## src/rtl/pipe_pc_ctrl.sv

```systemverilog
// pipe_pc_ctrl: fetch-PC selection and stall/bubble hazard control for a five-stage Y86-64 pipeline
//   params : RESET_PC            fetch address after reset
//   inputs : clk, rst (sync, active-high), f_/D_/E_/M_/W_ icodes, f_valC, f_valP,
//            d_srcA, d_srcB, E_dstM, e_cnd, M_cnd, M_valA, W_valM, m_stat, W_stat
//   outputs: f_pc, F_stall, D_stall, D_bubble, E_bubble, M_bubble, W_stall, halted,
//            stall_cnt, mispred_cnt (built only with PC_CTRL_STATS_EN, else constant 0)
module pipe_pc_ctrl #(
  parameter logic [63:0] RESET_PC = 64'h0
) (
  input  logic        clk,
  input  logic        rst,
  input  logic [3:0]  f_icode,
  input  logic [63:0] f_valC,
  input  logic [63:0] f_valP,
  input  logic [3:0]  D_icode,
  input  logic [3:0]  E_icode,
  input  logic [3:0]  M_icode,
  input  logic [3:0]  W_icode,
  input  logic [3:0]  d_srcA,
  input  logic [3:0]  d_srcB,
  input  logic [3:0]  E_dstM,
  input  logic        e_cnd,
  input  logic        M_cnd,
  input  logic [63:0] M_valA,
  input  logic [63:0] W_valM,
  input  logic [2:0]  m_stat,
  input  logic [2:0]  W_stat,
  output logic [63:0] f_pc,
  output logic        F_stall,
  output logic        D_stall,
  output logic        D_bubble,
  output logic        E_bubble,
  output logic        M_bubble,
  output logic        W_stall,
  output logic        halted,
  output logic [31:0] stall_cnt,
  output logic [31:0] mispred_cnt
);
  localparam logic [3:0] JXX = 4'h7, CALL = 4'h8, RET = 4'h9, MRMOVQ = 4'h5, POPQ = 4'hB, RNONE = 4'hF;
  localparam logic [2:0] AOK = 3'd1;
  typedef enum logic [1:0] {RUN, DRAIN, HALT} st_t;
  st_t st, st_nx;
  logic [63:0] pred_pc, hold_pc;
  logic loaduse, retp, mispred;
  assign loaduse = (E_icode == MRMOVQ || E_icode == POPQ) && E_dstM != RNONE &&
                   (E_dstM == d_srcA || E_dstM == d_srcB);
  assign retp    = D_icode == RET || E_icode == RET || M_icode == RET;
  assign mispred = E_icode == JXX && !e_cnd;
  // hold_pc keeps the last live fetch address so f_pc stays frozen once halted
  assign f_pc = st == HALT ? hold_pc :
                (M_icode == JXX && !M_cnd) ? M_valA :
                W_icode == RET ? W_valM : pred_pc;
  always_comb begin
    st_nx    = st;
    F_stall  = 1'b0;
    D_stall  = 1'b0;
    D_bubble = 1'b0;
    E_bubble = 1'b0;
    M_bubble = 1'b0;
    W_stall  = 1'b0;
    halted   = 1'b0;
    if (!rst && st == HALT) begin
      F_stall = 1'b1;
      D_stall = 1'b1;
      W_stall = 1'b1;
      halted  = 1'b1;
    end else if (!rst) begin
      F_stall  = loaduse || retp;
      D_stall  = loaduse;
      D_bubble = mispred || (retp && !loaduse);
      E_bubble = mispred || loaduse;
      M_bubble = st == DRAIN || m_stat != AOK || W_stat != AOK;
      st_nx    = W_stat != AOK ? HALT : m_stat != AOK ? DRAIN : st;
    end
  end
  always_ff @(posedge clk) begin
    if (rst) begin
      st      <= RUN;
      pred_pc <= RESET_PC;
      hold_pc <= RESET_PC;
    end else begin
      st <= st_nx;
      if (!F_stall) pred_pc <= (f_icode == JXX || f_icode == CALL) ? f_valC : f_valP;
      if (st != HALT) hold_pc <= f_pc;
    end
  end
`ifdef PC_CTRL_STATS_EN
  logic [31:0] s_cnt, m_cnt;
  always_ff @(posedge clk) begin
    if (rst) begin
      s_cnt <= '0;
      m_cnt <= '0;
    end else begin
      if (F_stall && st != HALT && s_cnt != '1) s_cnt <= s_cnt + 32'd1;
      if (mispred && m_cnt != '1) m_cnt <= m_cnt + 32'd1;
    end
  end
  assign stall_cnt   = s_cnt;
  assign mispred_cnt = m_cnt;
`else
  assign stall_cnt   = '0;
  assign mispred_cnt = '0;
`endif
endmodule

```

## config.mk

```make
export PLATFORM = sky130hd
export DESIGN_NAME = pipe_pc_ctrl
export DESIGN_NICKNAME = d
export VERILOG_FILES = /design/src/rtl/pipe_pc_ctrl.sv
export SDC_FILE = /design/constraint.sdc
export NUM_CORES = 1
export LEC_CHECK = 0
export ABC_CLOCK_PERIOD_IN_PS = 5100
export CORE_AREA = 5 5 164 166
export CTS_CLUSTER_SIZE = 12
export DETAILED_ROUTE_END_ITERATION = 10
export DIE_AREA = 0 0 169 171
export GPL_ROUTABILITY_DRIVEN = 0
export GPL_TIMING_DRIVEN = 0
export HOLD_SLACK_MARGIN = 0.15
export PLACE_DENSITY = 0.67
export RECOVER_POWER = 50
export SLEW_MARGIN = 30
export SYNTH_ARGS = -nofsm -noshare
export SYNTH_HDL_FRONTEND = slang
export SYNTH_SLANG_ARGS = --single-unit
```

## constraint.sdc

```tcl
create_clock -name clk -period 5.1 [get_ports clk]
set_input_delay 1.53 -clock clk [delete_from_list [all_inputs] [get_ports clk]]
set_output_delay 1.53 -clock clk [all_outputs]
set_load 0.01 [all_outputs]
```

Word-level counts from Yosys, hierarchy flattened
Cells that the tools add are included.
- flip-flop bits (word level): 130
- input bits: 298
- output and inout port bits: 135
- equality and inequality tests: 18
- multiplexer cells: 17
- bitwise logic cells: 1
- reduce and logical (&&, ||, !) cells: 22
- operators by type and width (operator ; count):
    2-to-1 mux 64 bit ; 4
    equality test 4 bit (second input constant) ; 6
    equality test 4 x 3 -> 1 bit (second input constant) ; 4
    2-to-1 mux 1 bit ; 11
    logical OR 1 bit ; 10
    equality test 4 bit ; 2
    logical AND 1 bit ; 6
    inequality test 3 x 1 -> 1 bit (second input constant) ; 2
    zero test 1 bit ; 4
    2-to-1 mux 2 bit ; 2
    inequality test 4 bit (second input constant) ; 1
    equality test 2 x 1 -> 1 bit (second input constant) ; 1
    equality test 2 bit (second input constant) ; 1
    inequality test 2 bit (second input constant) ; 1
    AND reduction 2 bit ; 1
    nonzero test 2 bit ; 1
    inverter 1 bit ; 1

Depth between registers and ports, before layout
Gate-level depths: netlist (run 1).
- word-level depth: 9
- mapped depth: 7

Worst setup path after synthesis (run 1)
Ideal clock, no wire load.
- path type: input -> output
- start point: in E_dstM[1]
- end point: out E_bubble
- arrival: 2.771 ns
- required time: 3.570 ns
- path slack: 0.799 ns
- cell stages on the path: 6
- buffers on the path: 1
- cells stage by stage: xor2_1 nor4_1 o2111a_2 clkbuf_1 a21oi_1 nor3_1
- word-level cells in the longest chain between the ends: 6
- ends and longest elaborated chain (what ; line ; source):
    from (decl) ; 21 ; input logic [3:0] E_dstM,
    inequality test 4 bit or equality test 4 bit (tied branches) ; 45, 46 ;
    logical AND 1 bit or logical OR 1 bit (tied branches) ; 45, 46 ;
    logical AND 1 bit * ; 45 ; assign loaduse = (E_icode == MRMOVQ || E_icode == POPQ) && E_dstM != RNONE &&
    logical OR 1 bit * ; 71 ; E_bubble = mispred || loaduse;
    2-to-1 mux 1 bit * ; 67 ; end else if (!rst) begin
    2-to-1 mux 1 bit * ; 62 ; if (!rst && st == HALT) begin
    to (decl) ; 32 ; output logic E_bubble,
Mark *: on every way between the ends. The rest lies on a longest branch, timed or not.

Worst setup path in the final report (run 1)
- start point: in E_dstM[0]
- end point: out D_bubble
- word-level cells in the longest chain between the ends: 8
- ends and longest elaborated chain (what ; line ; source):
    inequality test 4 bit or equality test 4 bit (tied branches) ; 45, 46 ;
    logical AND 1 bit or logical OR 1 bit (tied branches) ; 45, 46 ;
    logical AND 1 bit * ; 45 ;
    zero test 1 bit * ; 70 ; D_bubble = mispred || (retp && !loaduse);
    logical AND 1 bit * ; 70 ;
    logical OR 1 bit * ; 70 ;
    2-to-1 mux 1 bit * ; 67 ;
    2-to-1 mux 1 bit * ; 62 ;
    to (decl) ; 31 ; output logic D_bubble,
Marked as above.

==> run metrics, run 1 <==
status=completed; clock skew=0.01446 ns; Logic pwr share=23.4%; Core Region=25470 um^2; Antenna diodes=0; routed vias/inst=4.584; critical path capture point type=output pin; setup violators final=0; WL final=31870 um; P&R area growth vs syn=64.91%; Synth Area per Inst=8.839 um^2; critical path's largest stage delay=0.49 ns; Reg power frac=33.1%; share of cells above drive strength 1=20.00%; total chip power=0.003379 W; Via Count=7862; 1st-pass router iterations=5; Min-Delay Path Depth=2; Cells after Synth=898; flops & latches, synth=130; maxcap violations=0; Slowest-stage cell, CP=clkdlybuf4s50_1; Site Rows=59; first-pass GRT wire length=46640 um; maximum vdd drop=0.2207 mV; clk slew on worst S/H paths=0.06 ns; Critical Path Start=E_dstM[0]; clk sinks=130; Worst-Margin Slew=0.8776 ns; pwr dens=258.2 nW/um^2; pin count of the biggest net entering global routing=20; Starting DRT DRC Count=372; clk buf depth=2; GR Overflow Total=0; Clock power frac=43.4%; Root Buffer Master=clkbuf_16; CP Launch Type=input pin; Max Slew Vio Count=0; crit path kind=input pin to output pin; # nets final=1665; Die Span Y=171 um; min Tclk post-route=5.055 ns; RSZ-0062 raised after global routing=true; Pleak=6.028 nW; fin cells=1715; CTS tree=done; Detail Placement HPWL=24740 um; Fillers=2506; crit share post-route=99.13%; number of port buffers=367; Netlist cell types=29; f_max=197.8 MHz; Worst slew margin=41.49%; CP cell instances=clkdlybuf4s50_1 > xor2_1 > nor4_1 > o2111a_2 > clkbuf_4 > a2bb2oi_2 > nor3_2 > dlygate4sd2_1; post-route ant nets=0; crit-path max FO=10; drt wl/cell=18.58 um; placed cells=1663; # DRC=0; Inserted Clock Buffers=17; Max H-tree Level=4; GR Util All Layers=20.91%; DIE WIDTH=169 um; synthesized cell area=7938 um^2; path depth of the worst reg2reg path=6; worst-skew pair later-pin latency=0.42 ns; Hold/Removal Path Class=flop to flop; Die ar.=28900 um^2; Starting Density=31.17%; Required @ worst endpoint=3.57 ns; Switch Pwr=0.0008583 W; Internal Power=0.002521 W; reg2reg start=st[1]$_SDFFE_PP0P_; endpoints failing hold=0; Seq/Total Area, Yosys=32.79%; Worst EP arrival=3.53 ns; number of global-route vias before repair=8044; num ports=433; Ys Warns=0; switch share=25.40%; antenna violations before repair=1; setup TNS=0 ns; Worst Hold Launch=pred_pc[60]$_SDFFE_PP0N_
## final timing paths
kind / endpoint / slack [ns]
max reg2reg: hold_pc[1]$_SDFFE_PP0N_ / 2.32
min: pred_pc[60]$_SDFFE_PP0N_ / 0.47
min reg2reg: pred_pc[60]$_SDFFE_PP0N_ / 0.47
max: D_bubble / 0.04
## cell usage after synthesis
cell type,number,area share [%]
clkbuf_1,52,2.5
nand3_1,1,0.063
a21oi_1,4,0.25
nor4b_1,1,0.11
nand2b_1,66,5.2
nor4_1,2,0.16
conb_1,1,0.047
nand2_1,68,3.2
dfxtp_1,130,33
nor3b_1,3,0.28
nor3_1,3,0.19
inv_1,1,0.047
nand4_1,1,0.079
mux2i_1,128,16
o21ai_0,119,7.5
nor2_1,7,0.33
buf_2,15,0.95
a2bb2oi_1,1,0.11
buf_4,71,6.7
mux2_2,64,9.1
a31oi_1,1,0.079
o2111a_2,1,0.16
o21ai_1,11,0.69
buf_6,4,0.57
nand3b_1,1,0.095
nor2b_1,65,5.1
xor2_1,8,0.88
nor4bb_1,5,0.63
or4_1,64,6.1
## through the flow
step | instance area [um^2] | util, % | hold slack, ns | setup slack, ns
detailed placement | 12270 | 48.17 | 0.4546 | -0.8285
global route | 13090 | 51.40 | 0.4915 | -0.01624
floorplan | 8174 | - | 0.4397 | 0.7987
finish | 13090 | 51.40 | 0.4687 | 0.04461
global placement | 12270 | 48.17 | 0.4515 | -0.8451
CTS | 13160 | 51.67 | 0.4669 | -0.007589
## logic make-up (layout without fill, tap and decap cells)
| kind of cell | after synthesis | in the layout | synth area share, % |
|---|---|---|---|
| xor+xnor | 8 | 8 | 0.8828 |
| other cells | 1 | 64 | 0.04724 |
| simple gates | 287 | 287 | 21.53 |
| buf+inv | 143 | 562 | 10.73 |
| compound gates | 137 | 137 | 8.796 |
| mux | 192 | 192 | 25.22 |
| flops | 130 | 130 | 32.79 |
## per-layer routing
layer  GRT usage [%]  routed length (um)  up-vias
li1                -                   -     3966
met1           26.35               13740     3606
met2           36.16               15710      256
met3           4.898                1827       34
met4           5.390                 593        0
met5               0                   0        -
## state kept, by name, summed over array words and instances (netlist names)
register and cells:
st 2, hold_pc 64, pred_pc 64
## critical path, delay by kind of cell
family | cells | cell delay, ns
buffers and inverters | 3 | 1.01
AO/OA/AOI/OAI | 2 | 0.45
AND/OR/NAND/NOR | 2 | 0.33
XOR/XNOR | 1 | 0.20
## what timing repair did
action,4_1_cts,5_1_grt
endpoints found under the setup margin,71,54
hold buffers,0,0
cloned,3,0
buffers inserted,15,6
pin swaps,4,4
gates resized for setup,243,88
## cells in the final DEF, fill, tap and decap left out, drive strengths merged
cell,n
conb,64
a21oi,4
clkinv,3
clkdlybuf4s50,292
nor3,3
o21ai,130
bufbuf,2
nor4b,1
nand3b,1
nor2,7
mux2i,128
mux2,64
nor4,2
clkdlybuf4s15,9
clkinvlp,1
nand2,68
a31oi,1
dlymetal6s2s,1
dlygate4sd2,12
a2bb2oi,1
o2111a,1
nand2b,66
nor3b,3
nand4,1
or4,64
dfxtp,130
nand3,1
inv,2
nor4bb,5
clkbuf,94
nor2b,65
xor2,8
buf,138
dlygate4sd3,1
bufinv,7
## power by group through the flow
stage | sequential [W] | combinational (W) | clock, W
2_1_floorplan | 0.00113 | 0.000369 | 0
4_1_cts | 0.00112 | 0.000792 | 0.00149
6_report | 0.00112 | 0.000792 | 0.00147
3_5_place_dp | 0.00114 | 0.000803 | 0
3_3_place_gp | 0.00114 | 0.000797 | 0
5_1_grt | 0.00113 | 0.000858 | 0.00154
## layout make-up
class / instances / area, um^2 / area share [%]
multi-input cells: 688 / 4792 / 36.61
repair buffers: 390 / 3670 / 28.03
flip-flops and latches: 130 / 2603 / 19.88
plain buffers: 139 / 903.4 / 6.901
clock buffers: 20 / 446.7 / 3.412
well taps: 335 / 419.2 / 3.202
clock inverters: 12 / 252.7 / 1.931
inverters: 1 / 3.754 / 0.02868
Power figures use the tool's default switching activity.
==> run 2, diff against run 1 <==
==> constraint.sdc (replaced) <==
create_clock -name clk -period 5.1 [get_ports clk]
set_input_delay 0.765 -clock clk [delete_from_list [all_inputs] [get_ports clk]]
set_output_delay 0.765 -clock clk [all_outputs]
set_load 0.01 [all_outputs]
==> run metrics, run 2 (synthesis gave the netlist of run 1 again) <==
clk slew on worst S/H paths=0.07 ns; share of cells above drive strength 1=13.16%; Required @ worst endpoint=4.34 ns; setup violators final=0; setup TNS=0 ns; P&R area growth vs syn=63.26%; Die ar.=28900 um^2; critical path capture point type=output pin; number of port buffers=367; Pleak=5.697 nW; CTS tree=done; drt wl/cell=18.51 um; antenna violations before repair=1; post-route ant nets=0; Detail Placement HPWL=24740 um; most frequent cells in the layout=366 x clkdlybuf4s50_1, 130 x dfxtp_1, 129 x o21ai_0; first-pass GRT wire length=45770 um; number of global-route vias before repair=7906; Inserted Clock Buffers=17; Post-CTS Hold Fix Bufs=0; GR Util All Layers=20.45%; WL final=31380 um; cts repair resizes=0; worst-skew pair later-pin latency=0.42 ns; clock skew=0.01402 ns; Site Rows=59; most common cell after layout, fill and taps aside=clkdlybuf4s50_1; f_max=215.4 MHz; Max H-tree Level=4; maximum vdd drop=0.2214 mV; clk buf depth=2; pwr dens=261.9 nW/um^2; Die Span Y=171 um; crit share post-route=91.02%; status=completed; min Tclk post-route=4.642 ns; final instance area=12960 um^2; Worst EP arrival=3.88 ns; maxcap violations=0; crit-path max FO=10; Root Buffer Master=clkbuf_16; Starting DRT DRC Count=350; num ports=433; Max Slew Vio Count=0; routed vias/inst=4.608; # DRC=0; DIE WIDTH=169 um; CP Launch Type=input pin; Core Region=25470 um^2; 1st-pass router iterations=6; GR Overflow Total=0; pin count of the biggest net entering global routing=17; biggest regs=hold_pc (64), pred_pc (64), st (2); Antenna diodes=0; # nets final=1645; RSZ-0062 raised after global routing=false; clk sinks=130; Worst-Margin Slew=0.8465 ns; Starting Density=31.17%; endpoints failing hold=0; placed cell areas=12270 um^2; Via Count=7810; Post-CTS Setup Bufs=0; Hold/Removal Path Class=flop to flop; Worst slew margin=43.56%; crit path kind=input pin to output pin
## run 2: critical path, cell delays in order
cell,delay [ns]
dlygate4sd3_1,0.58
nor4bb_1,0.30
nand2_1,0.54
clkbuf_1,0.52
mux2i_1,0.22
o21ai_0,0.31
clkdlybuf4s50_1,0.63
## run 2: final cells by class
cell class,count,area [um^2]
fillers,2502,12510
well taps,335,419.2
clock inverters,12,252.7
inverters,1,3.754
flip-flops and latches,130,2603
clock buffers,20,446.7
multi-input cells,688,4720
plain buffers,142,840.8
repair buffers,367,3674
## run 2: stage by stage
step | hold slack [ns] | cells | utilization, % | setup WS (ns) | total power, W
3_5_place_dp | 0.4546 | 1663 | 48.17 | 0.7015 | 0.001944
2_1_floorplan | 0.4397 | 961 | - | 2.329 | 0.001497
5_1_grt | 0.4915 | 1695 | 50.88 | 0.3452 | 0.003533
4_1_cts | 0.4669 | 1695 | 50.91 | 0.6669 | 0.003414
6_report | 0.4702 | 1695 | 50.88 | 0.4579 | 0.003394
3_3_place_gp | 0.4515 | 1663 | 48.17 | 0.6849 | 0.001937
## run 2: routing by layer
| layer | global-route usage (%) | wire length [um] | vias up | share of wire [%] |
|---|---|---|---|---|
| li1 | - | - | 3927 | - |
| met1 | 26.01 | 13680 | 3585 | 44 |
| met2 | 35.41 | 15370 | 269 | 49 |
| met3 | 4.575 | 1805 | 29 | 5.8 |
| met4 | 4.935 | 529 | 0 | 1.7 |
| met5 | 0 | 0 | - | 0 |
## run 2: path summary, 6_finish.rpt
kind                           startpoint                  endpoint  slack, ns  cells past startpoint
hold reg to reg   pred_pc[3]$_SDFFE_PP0N_   pred_pc[3]$_SDFFE_PP0N_       0.47                      2
hold / removal    pred_pc[3]$_SDFFE_PP0N_   pred_pc[3]$_SDFFE_PP0N_       0.47                      2
setup / recovery               M_icode[3]                  f_pc[29]       0.46                      7
setup reg to reg       st[1]$_SDFFE_PP0P_  hold_pc[62]$_SDFFE_PP0N_       2.29                      7
## run 2: report_power, final
| group | switching, W | internal [W] | total [W] |
|---|---|---|---|
| registers | 0.0000329 | 0.00109 | 0.00112 |
| logic | 0.000334 | 0.000472 | 0.000806 |
| clock network | 0.000484 | 0.000984 | 0.00147 |
==> run 3, diff against run 2 <==
==> constraint.sdc (replaced) <==
create_clock -name clk -period 5.1 [get_ports clk]
set_input_delay 0.765 -clock clk [delete_from_list [all_inputs] [get_ports clk]]
set_output_delay 0.765 -clock clk [all_outputs]
set_load 0.02 [all_outputs]
==> results of run 3 <==
Same layout as run 2 (identical final DEF). Status: completed.
Among the figures that moved: setup slack after placement 0.7015 ns -> 0.6338 ns; setup slack after layout 0.4579 ns -> 0.3903 ns; total power 0.003394 W -> 0.003453 W; worst IR drop on VDD 0.2214 mV -> 0.2218 mV
==> RTL edit 1 (config.mk and constraints of run 1) <==
The 3 values of `st_t` get a one-hot encoding in 3 bits.
--- a/src/rtl/pipe_pc_ctrl.sv
+++ b/src/rtl/pipe_pc_ctrl.sv
@@ -38,7 +38,7 @@
 );
   localparam logic [3:0] JXX = 4'h7, CALL = 4'h8, RET = 4'h9, MRMOVQ = 4'h5, POPQ = 4'hB, RNONE = 4'hF;
   localparam logic [2:0] AOK = 3'd1;
-  typedef enum logic [1:0] {RUN, DRAIN, HALT} st_t;
+  typedef enum logic [2:0] {RUN = 3'b001, DRAIN = 3'b010, HALT = 3'b100} st_t;
   st_t st, st_nx;
   logic [63:0] pred_pc, hold_pc;
   logic loaduse, retp, mispred;
Behaviour: same outputs for any inputs over 4 cycles, from zero or initial values and one cycle with rst high; so few cycles prove little.
==> RTL edit 1 against run 1 <==
Total power increased by 0.17%; setup slack better by 24 ps; critical path depth grew 1; via count increased by 1.6%; wire length fell by 1.5%; sequential cell count up 1; core utilization is 0.18 points lower; area after synthesis grew 0.66%; cell area decreased by 0.34%; final cell count did not move; clock power shrank 6%; non-clock buffer count decreased by 3; die area unchanged; largest cell class unchanged.
==> RTL edit 1: results (changes against run 1) <==
Yosys
  • Register area share after synthesis: 32.82% (was 32.79%)
  • Post-synthesis cell type count: 33 (was 29)
  • Synth top area cells: dfxtp_1 33%, mux2i_1 16%, mux2_2 9.0%, o21ai_0 8.0%, buf_4 6.7% (was dfxtp_1 33%, mux2i_1 16%, mux2_2 9.1%, o21ai_0 7.5%, buf_4 6.7%)
  • Post-synth top cells: 131 x dfxtp_1, 128 x mux2i_1, 128 x o21ai_0 (was 130 x dfxtp_1, 128 x mux2i_1, 119 x o21ai_0)

Final layout
  • Largest regs: hold_pc (64), pred_pc (64), st (3) (was hold_pc (64), pred_pc (64), st (2))
  • NumNets Final: 1667 (was 1665)
  • Share of cells above drive strength 1: 20.43% (was 20.00%)

Pwr
  • NetSw: 0.9069 mW (was 0.8583 mW)
  • Peak supply drop: 207.6 uV (was 220.7 uV)
  • P_leak: 6.017 nW (was 6.028 nW)

Global route
  • First-pass GRT wire length: 46170 um (was 46640 um)
  • Grt met1 use: 24.92% (was 26.35%)
  • Met2 Use GR: 35.57% (was 36.16%)
  • Vias in the first global route: 8146 (was 8044)
  • Met3 usage: 5.938% (was 4.898%)

Run status
  • Status: finished clean (unchanged)

Routing
  • Via/cell ratio: 4.658 (was 4.584)
  • Met3 routed WL: 2504 um (was 1827 um)
  • Initial DRC count: 342 (was 372)
  • Post-Route M1 WL: 13130 um (was 13740 um)
  • Metal2 WL: 15240 um (was 15710 um)
  • Drt total wl: 31390 um (was 31870 um)
  • Vias: 7988 (was 7862)

Placement
  • HPWL Detailed: 24540 um (was 24740 um)

STA
  • Clock Skews: 8.382 ps (was 14.46 ps)
  • Least-Margin Pin Slew: 760.6 ps (was 877.6 ps)

Worst setup path
  • Crit. Startpoint: M_icode[2] (was E_dstM[0])
  • Worst Setup EP: f_pc[35] (was D_bubble)
  • Worst path arrival time: 3500 ps (was 3530 ps)
  • Reg2Reg Setup Slack: 2750 ps (was 2320 ps)
  • R2R Path End: pred_pc[62] (was hold_pc[1])
  • Reg2reg start: st[0] (was st[1])

Hold path
  • HP Start: pred_pc[13] (was pred_pc[60])
  • Hold endpoint: pred_pc[13] (was pred_pc[60])
## RTL edit 1: cell families (layout without fill, tap and decap cells)
group,after synthesis,count (layout),synth area share [%]
mux,192,192,25.05
flops,131,131,32.82
other cells,1,64,0.04693
compound gates,140,140,8.988
buf+inv,143,557,10.68
xor+xnor,8,8,0.8770
simple gates,288,288,21.53
## RTL edit 1: worst max-delay path: stages
cell             delay (ps)
clkdlybuf4s50_1         470
nor4bb_2                300
nand2_2                 100
buf_12                  160
buf_4                   160
buf_2                   230
mux2i_1                 150
o21ai_0                 200
buf_2                   180
## RTL edit 1: through the flow
stage / hold slack, ps / cell area (um^2) / setup slack, ps
after CTS: 470.3 / 12940 / -74.60
final: 469.3 / 13050 / 68.49
after detailed placement: 459.0 / 12320 / -974.0
after floorplan: 439.7 / 8227 / 798.7
after global placement: 453.2 / 12320 / -907.6
after global routing: 486.7 / 13050 / -65.68
## RTL edit 1: power groups by stage
stage / registers, mW / clock network [mW] / logic (mW)
3_3_place_gp: 1.17 / 0 / 0.874
5_1_grt: 1.16 / 1.44 / 0.936
4_1_cts: 1.15 / 1.40 / 0.843
2_1_floorplan: 1.16 / 0 / 0.411
3_5_place_dp: 1.17 / 0 / 0.882
6_report: 1.15 / 1.38 / 0.859
## RTL edit 1: final cells by class
cell class	count	area [um^2]	share of cell area, %
buffer	137	855.8	6.561
clock buffer	18	439.2	3.367
clock inverter	12	206.4	1.583
inverter	1	3.754	0.02877
multi-input combinational	692	4875	37.37
sequential	131	2623	20.10
tap	335	419.2	3.213
timing repair buffer	389	3623	27.78
## RTL edit 1: what timing repair did
| item | CTS | global route |
|---|---|---|
| buffers inserted | 14 | 6 |
| setup endpoints to repair | 69 | 66 |
| cloned | 1 | 1 |
| resized for setup | 304 | 94 |
| pin swaps | 2 | 6 |
==> RTL edit 2 (settings of run 1) <==
Without the edit above. The option `PC_CTRL_STATS_EN` is turned on by a define.
--- a/src/rtl/pipe_pc_ctrl.sv
+++ b/src/rtl/pipe_pc_ctrl.sv
@@ -4,6 +4,8 @@
 //            d_srcA, d_srcB, E_dstM, e_cnd, M_cnd, M_valA, W_valM, m_stat, W_stat
 //   outputs: f_pc, F_stall, D_stall, D_bubble, E_bubble, M_bubble, W_stall, halted,
 //            stall_cnt, mispred_cnt (built only with PC_CTRL_STATS_EN, else constant 0)
+`define PC_CTRL_STATS_EN
+
 module pipe_pc_ctrl #(
   parameter logic [63:0] RESET_PC = 64'h0
 ) (
Formal check against the unedited RTL: not equivalent (Yosys sat finds a counterexample within 4 cycles, from zero or initial values and one cycle with rst high).
==> RTL edit 2 against run 1 <==
The flow now finishes with violations (setup timing); clock skew grew 4.9 ps; total power grew 14%; cell area grew 21%; global-route usage grew 6.5 points; critical path depth grew 2; sequential cell count grew 64; highest routed layer unchanged; clock power shrank 7%; wire length grew 32%; setup slack lost 60 ps; count of clock-buffer cells in the layout is the same; area after synthesis grew 28%.
==> RTL edit 2: results (changes against run 1) <==
Run status
  • Status: finished, violations left (was finished clean)
  • Failing checks: setup timing

Routing
  • Drt wl/cell: 21.20 um (was 18.58 um)
  • Pre-antenna DRT Iters: 6 (was 5)
  • Initial DRC count: 778 (was 372)
  • Vias: 10.67k (was 7862)

Global route
  • Largest net degree at the start of global routing: 17 (was 20)
  • Initial antenna violation count: 4 (was 1)
  • Vias in the first global route: 10.35k (was 8044)
  • Global-route usage over all layers: 27.40% (was 20.91%)
  • First-pass GRT wire length: 61060 um (was 46640 um)

Clock tree
  • CTS Buf Count: 17 (unchanged)
  • Skew-Pair Late Insertion Delay: 440 ps (was 420 ps)
  • CTS Buffer Depth: 2 (unchanged)
  • Clk root buf: clkbuf_16 (unchanged)
  • Post-CTS resize count: 289 (was 243)
  • CTS clk-pin slew, worst paths: 80 ps (was 60 ps)
  • # Post-CTS Setup Buffers: 10 (was 15)
  • H-tree Lvls: 4 (unchanged)

Final layout
  • NumNets Final: 1934 (was 1665)
  • Share of cells above drive strength 1: 12.45% (was 20.00%)
  • Largest regs: hold_pc (64), pred_pc (64) (was hold_pc (64), pred_pc (64), st (2))

STA
  • Min Tclk post-route: 5116 ps (was 5055 ps)
  • Setup ws final: -15.69 ps (was 44.61 ps)
  • Setup TNS: -15.69 ps (was 0 ps)
  • Clock Skews: 19.33 ps (was 14.46 ps)
  • # setup viols final: 1 (was 0)
  • Least-Margin Pin Slew: 825.3 ps (was 877.6 ps)

Pwr
  • Peak supply drop: 206.8 uV (was 220.7 uV)
  • P_leak: 6.473 nW (was 6.028 nW)

Hold path
  • Hold Path Stages: 2 (unchanged)
  • HP Start: st[1] (was pred_pc[60])
  • Hold crit path type: reg -> reg (unchanged)

Yosys
  • Post-synth top cells: 194 x dfxtp_1, 186 x nor2_1, 133 x mux2i_1 (was 130 x dfxtp_1, 128 x mux2i_1, 119 x o21ai_0)
  • Syn_nets: 1459
  • Post-synth ARST share: 0% (unchanged)
  • Register area share after synthesis: 38.34% (was 32.79%)
  • Synth warnings: 0 (unchanged)
  • Post-synthesis cell type count: 48 (was 29)
  • Synth top area cells: dfxtp_1 38%, mux2i_1 13%, mux2_2 7.4%, nor2_1 6.9%, a211oi_1 4.7% (was dfxtp_1 33%, mux2i_1 16%, mux2_2 9.1%, o21ai_0 7.5%, buf_4 6.7%)

Worst setup path
  • Delay-heaviest family, CP: buffers and inverters (unchanged)
  • Critical path's slowest cell: clkdlybuf4s50_1 (unchanged)
  • Reg2reg start: st[0] (was st[1])
  • R2R depth: 7 (was 6)
  • Max stage delay on crit path: 480 ps
  • CP max FO: 10 (unchanged)
  • Worst path arrival time: 3590 ps (was 3530 ps)
  • Crit. Startpoint: E_dstM[1] (was E_dstM[0])

Placement
  • PortBufs: 431 (was 367)
  • HPWL Detailed: 32860 um (was 24740 um)
## RTL edit 2: logic make-up after synthesis
group | synth area share [%]
mux | 20.59
simple gates | 21.80
fa+ha+maj | 0.2470
flops | 38.34
xor+xnor | 3.026
compound gates | 12.51
buf+inv | 3.495
## RTL edit 2: area by class of cell
class / count / area (um^2)
Fill cell: 2303 / 9637
Multi-Input combinational cell: 873 / 6021
Tap cell: 335 / 419.2
Timing Repair Buffer: 458 / 4398
Antenna cell: 4 / 10.01
Clock inverter: 11 / 131.4
Sequential cell: 194 / 3884
Clock buffer: 20 / 446.7
Buffer: 83 / 495.5
Inverter: 7 / 26.28
## RTL edit 2: layer usage
| metal | track usage [%] | vias to the layer above | wire [um] |
|---|---|---|---|
| li1 | - | 5131 | - |
| met1 | 32.55 | 5056 | 16820 |
| met2 | 47.56 | 423 | 20790 |
| met3 | 7.163 | 57 | 3271 |
| met4 | 10.61 | 0 | 1197 |
| met5 | 0 | - | 0 |
## RTL edit 2: path summary, 6_finish.rpt
check	endpoint	slack, ps
max	F_stall	-20
min reg2reg	st[1]	480
min	st[1]	480
max reg2reg	stall_cnt[10]	2320
## RTL edit 2: stage by stage
step,instances,hold WS (ps),cell area (um^2),setup WS (ps)
after floorplan,1159,449.8,10130,368.9
after detailed placement,1925,479.4,14860,-1435
final,1985,481.4,15830,-15.69
after CTS,1966,490.0,15660,-98.35
after global placement,1925,466.0,14860,-1520
after global routing,1985,509.8,15830,-71.49
## RTL edit 2: power breakdown
part	internal [mW]	total [mW]	switching, mW
Combinational	0.465	0.867	0.402
Clock	0.739	1.36	0.623
Sequential	1.60	1.64	0.0379
